[config.mk]
export PLATFORM = sky130hd
export DESIGN_NAME = multdiv_sequencer
export DESIGN_NICKNAME = d
export VERILOG_FILES = /design/src/rtl/multdiv_sequencer.sv
export SDC_FILE = /design/constraint.sdc
export NUM_CORES = 1
export LEC_CHECK = 0
export ABC_CLOCK_PERIOD_IN_PS = 2300
export BUFFER_PORTS_ARGS = -buffer_cell sky130_fd_sc_hd__buf_2
export CAP_MARGIN = 10
export CORE_MARGIN = 5
export CORE_UTILIZATION = 46
export DETAILED_ROUTE_END_ITERATION = 8
export PLACE_DENSITY = 0.81
export SLEW_MARGIN = 20
export SYNTH_ARGS = -nofsm -noshare
export SYNTH_HDL_FRONTEND = slang
export SYNTH_SLANG_ARGS = --single-unit
[constraint.sdc]
create_clock -name clock -period 2.3 [get_ports clock]
set_input_delay 0.115 -clock clock [delete_from_list [all_inputs] [get_ports clock]]
set_output_delay 0.115 -clock clock [all_outputs]
set_load 0.01 [all_outputs]
[src/rtl/multdiv_sequencer.sv]
// Sequences one mul/div from DX through the multi-cycle unit: detect, start pulse, wait, inject into XM.
// Latency: detect + start + N unit cycles + 1 inject cycle; stall is held from detect until the result returns.
module multdiv_sequencer #(
  parameter int          TIMEOUT    = 40,
  parameter logic [31:0] MULT_EXC   = 32'd1,
  parameter logic [31:0] DIV_EXC    = 32'd2,
  parameter logic [4:0]  STATUS_REG = 5'd30
) (
  input  logic        clock,
  input  logic        reset,
  input  logic [31:0] dx_ir,
  input  logic        dx_valid,
  input  logic [31:0] dx_opA,
  input  logic [31:0] dx_opB,
  input  logic        flush,
  input  logic        md_resultRDY,
  input  logic        md_exception,
  input  logic [31:0] md_result,
  output logic        md_ctrl_mult,
  output logic        md_ctrl_div,
  output logic [31:0] md_opA,
  output logic [31:0] md_opB,
  output logic        stall,
  output logic        xm_inject,
  output logic [31:0] xm_result,
  output logic [4:0]  xm_rd,
  output logic        busy
);

  localparam int CW = $clog2(TIMEOUT + 1);

  typedef enum logic [1:0] {IDLE, START, BUSY, DONE} state_t;

  state_t         state, state_nxt;
  logic [CW-1:0]  counter;
  logic [31:0]    op_a, op_b, res_q;
  logic [4:0]     rd_q;
  logic           div_q, exc_q;
  logic           is_md, ir_div, timed_out, accept;
  logic           unused_ir;

  assign ir_div    = (dx_ir[6:2] == 5'b00111);
  assign is_md     = dx_valid && (dx_ir[31:27] == 5'b00000) &&
                     ((dx_ir[6:2] == 5'b00110) || ir_div);
  assign accept    = (state == IDLE) && is_md && !flush;
  assign timed_out = (counter == CW'(TIMEOUT - 1));
  assign unused_ir = ^{dx_ir[21:7], dx_ir[1:0]};

  always_ff @(posedge clock or negedge reset) begin
    if (!reset) state <= IDLE;
    else        state <= state_nxt;
  end

  always_comb begin
    state_nxt = state;
    case (state)
      IDLE:  if (is_md && !flush) state_nxt = START;
      START: state_nxt = flush ? IDLE : BUSY;
      BUSY: begin
        if (flush)                          state_nxt = IDLE;
        else if (md_resultRDY || timed_out) state_nxt = DONE;
      end
      DONE:  state_nxt = IDLE;
      default: state_nxt = IDLE;
    endcase
  end

  // Operands, destination and outcome are held from detect until the next IDLE.
  always_ff @(posedge clock or negedge reset) begin
    if (!reset) begin
      op_a    <= '0;
      op_b    <= '0;
      rd_q    <= '0;
      div_q   <= 1'b0;
      res_q   <= '0;
      exc_q   <= 1'b0;
      counter <= '0;
    end else begin
      if (accept) begin
        op_a  <= dx_opA;
        op_b  <= dx_opB;
        rd_q  <= dx_ir[26:22];
        div_q <= ir_div;
        exc_q <= 1'b0;
      end
      if (state == BUSY && !flush) begin
        if (md_resultRDY) begin
          res_q <= md_result;
          exc_q <= md_exception;
        end else if (timed_out) begin
          exc_q <= 1'b1;
        end
      end
      if (state == BUSY && state_nxt == BUSY) counter <= counter + 1'b1;
      else                                    counter <= '0;
    end
  end

  assign md_opA = op_a;
  assign md_opB = op_b;

  always_comb begin
    md_ctrl_mult = 1'b0;
    md_ctrl_div  = 1'b0;
    stall        = 1'b0;
    xm_inject    = 1'b0;
    xm_result    = '0;
    xm_rd        = '0;
    busy         = (state != IDLE);
    case (state)
      // Reset gating keeps stall low while reset is asserted with a mul/div sitting in DX.
      IDLE:  stall = is_md && !flush && reset;
      START: begin
        stall        = 1'b1;
        md_ctrl_mult = !div_q;
        md_ctrl_div  = div_q;
      end
      BUSY:  stall = 1'b1;
      DONE: begin
        xm_inject = 1'b1;
        if (exc_q) begin
          xm_rd     = STATUS_REG;
          xm_result = div_q ? DIV_EXC : MULT_EXC;
        end else begin
          xm_rd     = rd_q;
          xm_result = res_q;
        end
      end
      default: ;
    endcase
  end

endmodule

==> out/results.tsv, run 1 <==
stage	metric	value	unit
sta	Fin. Hold Viols	0	
global_route	first-pass GRT wire length	24700	µm
sta	Final Skew	0.0114	ns
min_path	Hold Path Origin	flush	
placement	HPWL Detailed	9100	µm
die	die height	111	µm
layout	layout cells sized above 1	35.3	%
worst_setup_path	Worst EP arrival	2.01	ns
outcome	status	complete, no violations	
detailed_routing	WL per Instance	16.0	µm
die	Die ar.	12300	µm²
job	number of max-cap violations	0	
die	# rows	36	
worst_setup_path	crit start category	flop	
placement	GPL Wtd Cong	0.883	
yosys	Syn Nets	610	
placement	dpl cell area	5950	µm²
worst_setup_path	crit path cell chain	inv_1 > ha_1 > and4_2 > buf_4 > a21oi_1 > nor2_1 > buf_2	
sta	setup violators final	0	
sta	Slew Viols, Final	0	
global_route	total track usage	24.6	%
worst_setup_path	critical path data required time	2.18	ns
global_route	GRT overflow	0	
sta	Worst-Margin Slew	0.747	ns
detailed_routing	drt initial violations	323	
cts	total CTS buffers	9	
cts	clock slew at reported path FFs	0.10	ns
detailed_routing	Detailed Route WL	15000	µm
layout	Final Non-Filler Cells	933	
detailed_routing	ANT nets after route	0	
yosys	post-synthesis sequential area ratio	59.1	%
sta	RSZ-0062 raised after global routing	false	
sta	Achievable Freq	470	MHz
detailed_routing	Via Count	4513	
cts	clk sinks	111	
global_route	number of global-route vias before repair	4835	
layout	leading cell type in the layout, fill and taps excluded	buf_2	
placement	IO Port Bufs	222	
cts	htree depth	3	
worst_setup_path	CP max stage cell	dfrtp_1	
cts	CTS tree	done	
sta	setup ws final	0.171	ns
die	Core ar.	9860	µm²
detailed_routing	Via density	4.84	
die	Die W	111	µm
yosys	YS warnings	0	
power_and_ir_drop	P_leak	4.15	nW
worst_setup_path	Worst path max stage delay	0.45	ns
layout	Finished Cell Area	7220	µm²
yosys	Mapped Avg Cell Area	9.99	µm²
yosys	Yosys cell types	36	
layout	fin nets	933	
cts	clk_lat worst skew	0.37	ns
yosys	FF+latch count, synth	111	
worst_setup_path	Worst Setup SP	state[0]	
sta	Slew headroom	50.2	%
global_route	largest net degree at the start of global routing	61	
power_and_ir_drop	P per Cell Area	654	nW/µm²
layout	most frequent cells in the layout	buf_2 (221), nand2_1 (211), dfrtp_1 (111)	
worst_setup_path	CP Max Fanout	21	
yosys	Post-Syn Area	4700	µm²
worst_setup_path	kind of critical path	reg -> out	
placement	Inst Count DP	811	
detailed_routing	Initial DRT Pass Iterations	4	
die	I/O pins	240	
layout	Filler Cell Count	640	
yosys	Synth Instances	470	
detailed_routing	# DRC	0	
cts	Max Root-Sink Buffers	2	
power_and_ir_drop	total power	4.72	mW
die	Initial Util	47.6	%
worst_setup_path	FF-to-FF Start	state[0]	
min_path	Hold Path Class	in -> reg	
sta	setup TNS	0	ns
cts	CTS Root Cell	clkbuf_8	
layout	Layout area overhead	53.6	%
placement	Placement Setup Slack	0.416	ns
power_and_ir_drop	VDD IR max	0.000379	V
worst_setup_path	Critical Path Sink Type	output pin	
sta	post-route clock period utilization	92.5	%
global_route	initial antenna violation count	2	
sta	Tmin final	2.13	ns
## stage by stage
step | hold WS [ns] | utilization, %
floorplan | -0.181 | -
global placement | 0.273 | 60.3
detailed placement | 0.289 | 60.3
CTS | 0.183 | 73.1
global route | 0.204 | 73.1
finish | 0.212 | 73.1
## worst max-delay path: cells and delay by family, from the launching register on
family | cells | cell delay [ns]
flops | 1 | 0.45
compound gates | 1 | 0.10
fa+ha+maj | 1 | 0.23
buf+inv | 3 | 0.56
simple gates | 2 | 0.32
## state kept, by name (all words and copies together), names as in the netlist
register,cells
state,2
rd_q,5
md_opB,32
div_q,1
counter,6
res_q,32
md_opA,32
exc_q,1
## kinds of logic after synthesis
logic type / synth area share [%]
fa+ha+maj: 1.60
compound gates: 2.66
simple gates: 25.2
xor+xnor: 0.746
flops: 59.1
buf+inv: 2.58
mux: 8.10
## worst paths after layout
path / end / slack (ns) / depth (start not counted)
max: stall / 0.17 / 7
min: state[0] / 0.21 / 4
max reg2reg: counter[1] / 0.39 / 6
min reg2reg: md_opA[31] / 0.47 / 2
max in group asynchronous: md_opA[4] / 1.31 / 3
min in group asynchronous: md_opB[23] / 0.45 / 3
## cell usage after synthesis
cell type,count,share of area [%]
nand2_1,211,17
dfrtp_1,111,59
and2_1,33,4.4
mux2_2,29,7.0
clkbuf_1,11,0.88
buf_2,10,1.1
ha_1,6,1.6
inv_1,6,0.48
nor2_1,6,0.48
nor3_1,6,0.64
nor2b_1,4,0.53
o21a_1,4,0.64
a21oi_1,3,0.32
mux2_1,3,0.72
a31oi_1,2,0.27
mux2i_1,2,0.43
nand3_1,2,0.21
xnor2_1,2,0.37
xor2_1,2,0.37
a21o_1,1,0.16
a22oi_1,1,0.16
a311oi_1,1,0.19
a311oi_2,1,0.32
and4_1,1,0.19
and4bb_2,1,0.27
buf_4,1,0.16
nand3b_1,1,0.16
nand4_1,1,0.13
nor3_2,1,0.21
nor3b_1,1,0.16
nor4b_4,1,0.51
nor4bb_1,1,0.21
o21ai_1,1,0.11
o21bai_1,1,0.16
o32ai_2,1,0.35
or4b_1,1,0.21
## power breakdown
part | switching [mW] | internal [mW]
combinational | 0.502 | 0.581
clock | 0.674 | 0.572
sequential | 0.169 | 2.22
## repair_timing
action                                  CTS  global route
hold buffers                            104             0
resized for setup                         0             1
endpoints found under the hold margin   214             0
setup buffers                             0             0
endpoints found under the setup margin    0             1
## routing by layer
layer,global-route usage [%],routed length (µm),vias to the layer above
li1,-,-,2124
met1,27.4,5600,2115
met2,43.5,7630,224
met3,7.48,1160,50
met4,10.5,572,0
met5,0,0,-
## area by class of cell
class | instances | area [µm²] | share of cell area, %
clock inverter | 5 | 63.8 | 0.884
clock buffer | 11 | 151 | 2.10
inverter | 6 | 22.5 | 0.312
multi-input combinational | 331 | 1800 | 25.0
antenna | 2 | 5.00 | 0.0694
timing repair buffer | 334 | 2230 | 30.9
sequential | 111 | 2780 | 38.5
tap | 133 | 166 | 2.31
Note: power is estimated with default switching activity, not from simulation.
==> inputs of run 2 (changes only) <==
--- a/config.mk
+++ b/config.mk
@@ -8,7 +8,8 @@
 export ABC_CLOCK_PERIOD_IN_PS = 2300
 export BUFFER_PORTS_ARGS = -buffer_cell sky130_fd_sc_hd__buf_2
 export CAP_MARGIN = 10
-export CORE_MARGIN = 5
+export CORE_ASPECT_RATIO = 2
+export CORE_MARGIN = 3
 export CORE_UTILIZATION = 46
 export DETAILED_ROUTE_END_ITERATION = 8
 export PLACE_DENSITY = 0.81
==> run 2 against run 1 <==
Compared with the run above:
- clock power grew 22%
- critical endpoint is now counter[1]
- non-clock buffer count shrank 21
- die area shrank 6.5%
- critical path depth shrank 1
- global-route usage grew 0.43 points
- sequential cell count is the same
- cell count shrank 2.6%
- maximum frequency grew 6.2%
- critical path type is now reg -> reg
- first-iteration DRC count shrank 52%
- worst hold slack lost 0.21 ns
==> out/results.tsv, run 2 (synthesis results as in run 1) <==
stage	metric	value	unit	change
placement	GPL Wtd Cong	0.772		-13%
global_route	total track usage	25.0	%	+0.43 points
worst_setup_path	WP depth	6		-1
sta	Fin. Hold Viols	0		unchanged
power_and_ir_drop	VDD IR max	0.000440	V	+16%
job	number of max-cap violations	0		unchanged
placement	dpl cell area	5960	µm²	+0.19%
cts	CTS Root Cell	clkbuf_16		
layout	Filler Cell Count	686		+7.2%
worst_setup_path	CP top delay family	simple AND/OR/NAND/NOR gates		
cts	Max Root-Sink Buffers	2		unchanged
sta	RSZ-0062 raised after global routing	false		
power_and_ir_drop	total power	4.95	mW	+4.9%
worst_setup_path	Worst path max stage delay	0.52	ns	+0.07 ns
cts	clk_lat worst skew	0.34	ns	-0.03 ns
layout	Final Non-Filler Cells	909		-2.6%
min_path	Hold Path Class	in -> reg		
cts	Post-CTS Resized	0		unchanged
sta	Slew Viols, Final	0		unchanged
worst_setup_path	Critical Path Sink Type	flop		
layout	most frequent cells in the layout	buf_2 (221), nand2_1 (211), dfrtp_1 (111)		
global_route	GRT overflow	0		unchanged
detailed_routing	# DRC	0		unchanged
die	Die W	77.5	µm	-30%
cts	htree depth	3		unchanged
detailed_routing	drt initial violations	154		-52%
min_path	Hold Path Depth	3		-1
layout	diode count	0		-2
power_and_ir_drop	P per Cell Area	698	nW/µm²	+6.7%
worst_setup_path	kind of critical path	reg -> reg		
layout	layout cells sized above 1	36.2	%	+0.83 points
sta	setup TNS	0	ns	unchanged
die	Initial Util	47.8	%	+0.18 points
global_route	number of global-route vias before repair	4792		-0.89%
global_route	initial antenna violation count	0		-2
cts	total CTS buffers	9		unchanged
die	Core ar.	9830	µm²	-0.38%
worst_setup_path	CP max stage cell	or4b_1		
global_route	largest net degree at the start of global routing	112		+84%
worst_setup_path	critical path data required time	2.55	ns	+0.37 ns
detailed_routing	Via density	4.93		+2.0%
sta	post-route clock period utilization	87.2	%	-5.4 points
placement	HPWL Detailed	9000	µm	-1.1%
detailed_routing	Initial DRT Pass Iterations	4		unchanged
die	I/O pins	240		unchanged
detailed_routing	Detailed Route WL	14200	µm	-4.8%
layout	leading cell type in the layout, fill and taps excluded	buf_2		
die	Die ar.	11500	µm²	-6.5%
cts	CTS tree	done		
sta	setup violators final	0		unchanged
worst_setup_path	Register-to-Register Path Depth	6		unchanged
detailed_routing	WL per Instance	15.7	µm	-2.3%
worst_setup_path	Buf/Inv on CP	1		-2
global_route	first-pass GRT wire length	23000	µm	-7.1%
sta	Achievable Freq	499	MHz	+6.2%
sta	Slew headroom	59.1	%	+8.9 points
power_and_ir_drop	P_leak	4.11	nW	-0.91%
layout	Layout area overhead	51.0	%	
cts	clock slew at reported path FFs	0.07	ns	-0.03 ns
worst_setup_path	CP Max Fanout	6		-71%
outcome	status	complete, no violations		
placement	IO Port Bufs	222		unchanged
cts	Post-CTS Setup Inserts	0		unchanged
placement	Inst Count DP	810		-0.12%
sta	Tmin final	2.00	ns	-0.124 ns
sta	Final Skew	0.00617	ns	-0.00526 ns
detailed_routing	ANT nets after route	0		unchanged
die	die height	149	µm	+34%
cts	clk sinks	111		unchanged
layout	fin nets	912		-2.3%
detailed_routing	Via Count	4485		-0.62%
worst_setup_path	Worst EP arrival	2.25	ns	+0.24 ns
sta	Hold Slack	0.00469	ns	-0.207 ns
worst_setup_path	crit start category	flop		
layout	Finished Cell Area	7090	µm²	-1.7%
worst_setup_path	crit path cell chain	inv_1 > ha_1 > or4b_1 > a21oi_1 > a311oi_2 > nor3b_1		
sta	Worst-Margin Slew	0.613	ns	-0.134 ns
die	# rows	51		+42%
==> run 2: changes by cell type in the layout (fill, tap and decap cells not counted), moves of 2 or more <==
cell	change
dlygate4sd3_1	-21
clkbuf_16	+9
clkbuf_8	-9
diode_2	-2
==> run 2: timing repair <==
item	CTS	global route
endpoints found under the setup margin	0	0
hold buffers	81	2
hold endpoints to repair	191	2
==> run 2: routing by layer <==
layer	vias up	track usage, %	share of wire [%]
met5	-	0	0
li1	2083	-	-
met2	226	46.0	55
met4	0	12.6	3.9
met1	2123	26.1	35
met3	53	5.93	6.4
==> run 2: final cells by class <==
class / instances / area, µm² / share of cell area [%]
sequential: 111 / 2780 / 39.2
timing repair buffer: 313 / 2030 / 28.6
multi-input combinational: 331 / 1800 / 25.4
clock buffer: 11 / 253 / 3.56
tap: 132 / 165 / 2.33
clock inverter: 5 / 46.3 / 0.653
inverter: 6 / 22.5 / 0.318
==> run 2: where the power goes <==
group          internal (mW)  switching, mW  total (mW)
registers               2.22          0.160        2.38
logic                  0.558          0.477        1.03
clock network          0.814          0.719        1.53
==> run 2: final timing paths <==
| path | from | slack, ns | end |
|---|---|---|---|
| setup / recovery | state[0] | 0.30 | counter[1] |
| hold / removal | dx_ir[23] | 0.005 | rd_q[1] |
| setup reg to reg | state[0] | 0.30 | counter[1] |
| hold reg to reg | md_opA[18] | 0.47 | md_opA[18] |
| max in group asynchronous | reset | 1.39 | res_q[29] |
| min in group asynchronous | reset | 0.40 | res_q[27] |
==> run 2: per-stage QoR <==
stage / util [%] / setup WS (ns)
after floorplan: - / 0.602
after global placement: 60.7 / 0.504
after detailed placement: 60.7 / 0.357
after CTS: 72.0 / 0.295
after global routing: 72.2 / 0.106
final: 72.2 / 0.295
==> run 2: worst reg2reg max path: cells and delay by family (launching register included) <==
family,cells,cell delay [ns]
DFF,1,0.43
AOI/OAI and AO/OA,2,0.30
adders and majority gates,1,0.30
buffers and inverters,1,0.12
and+or+nand+nor,2,0.77
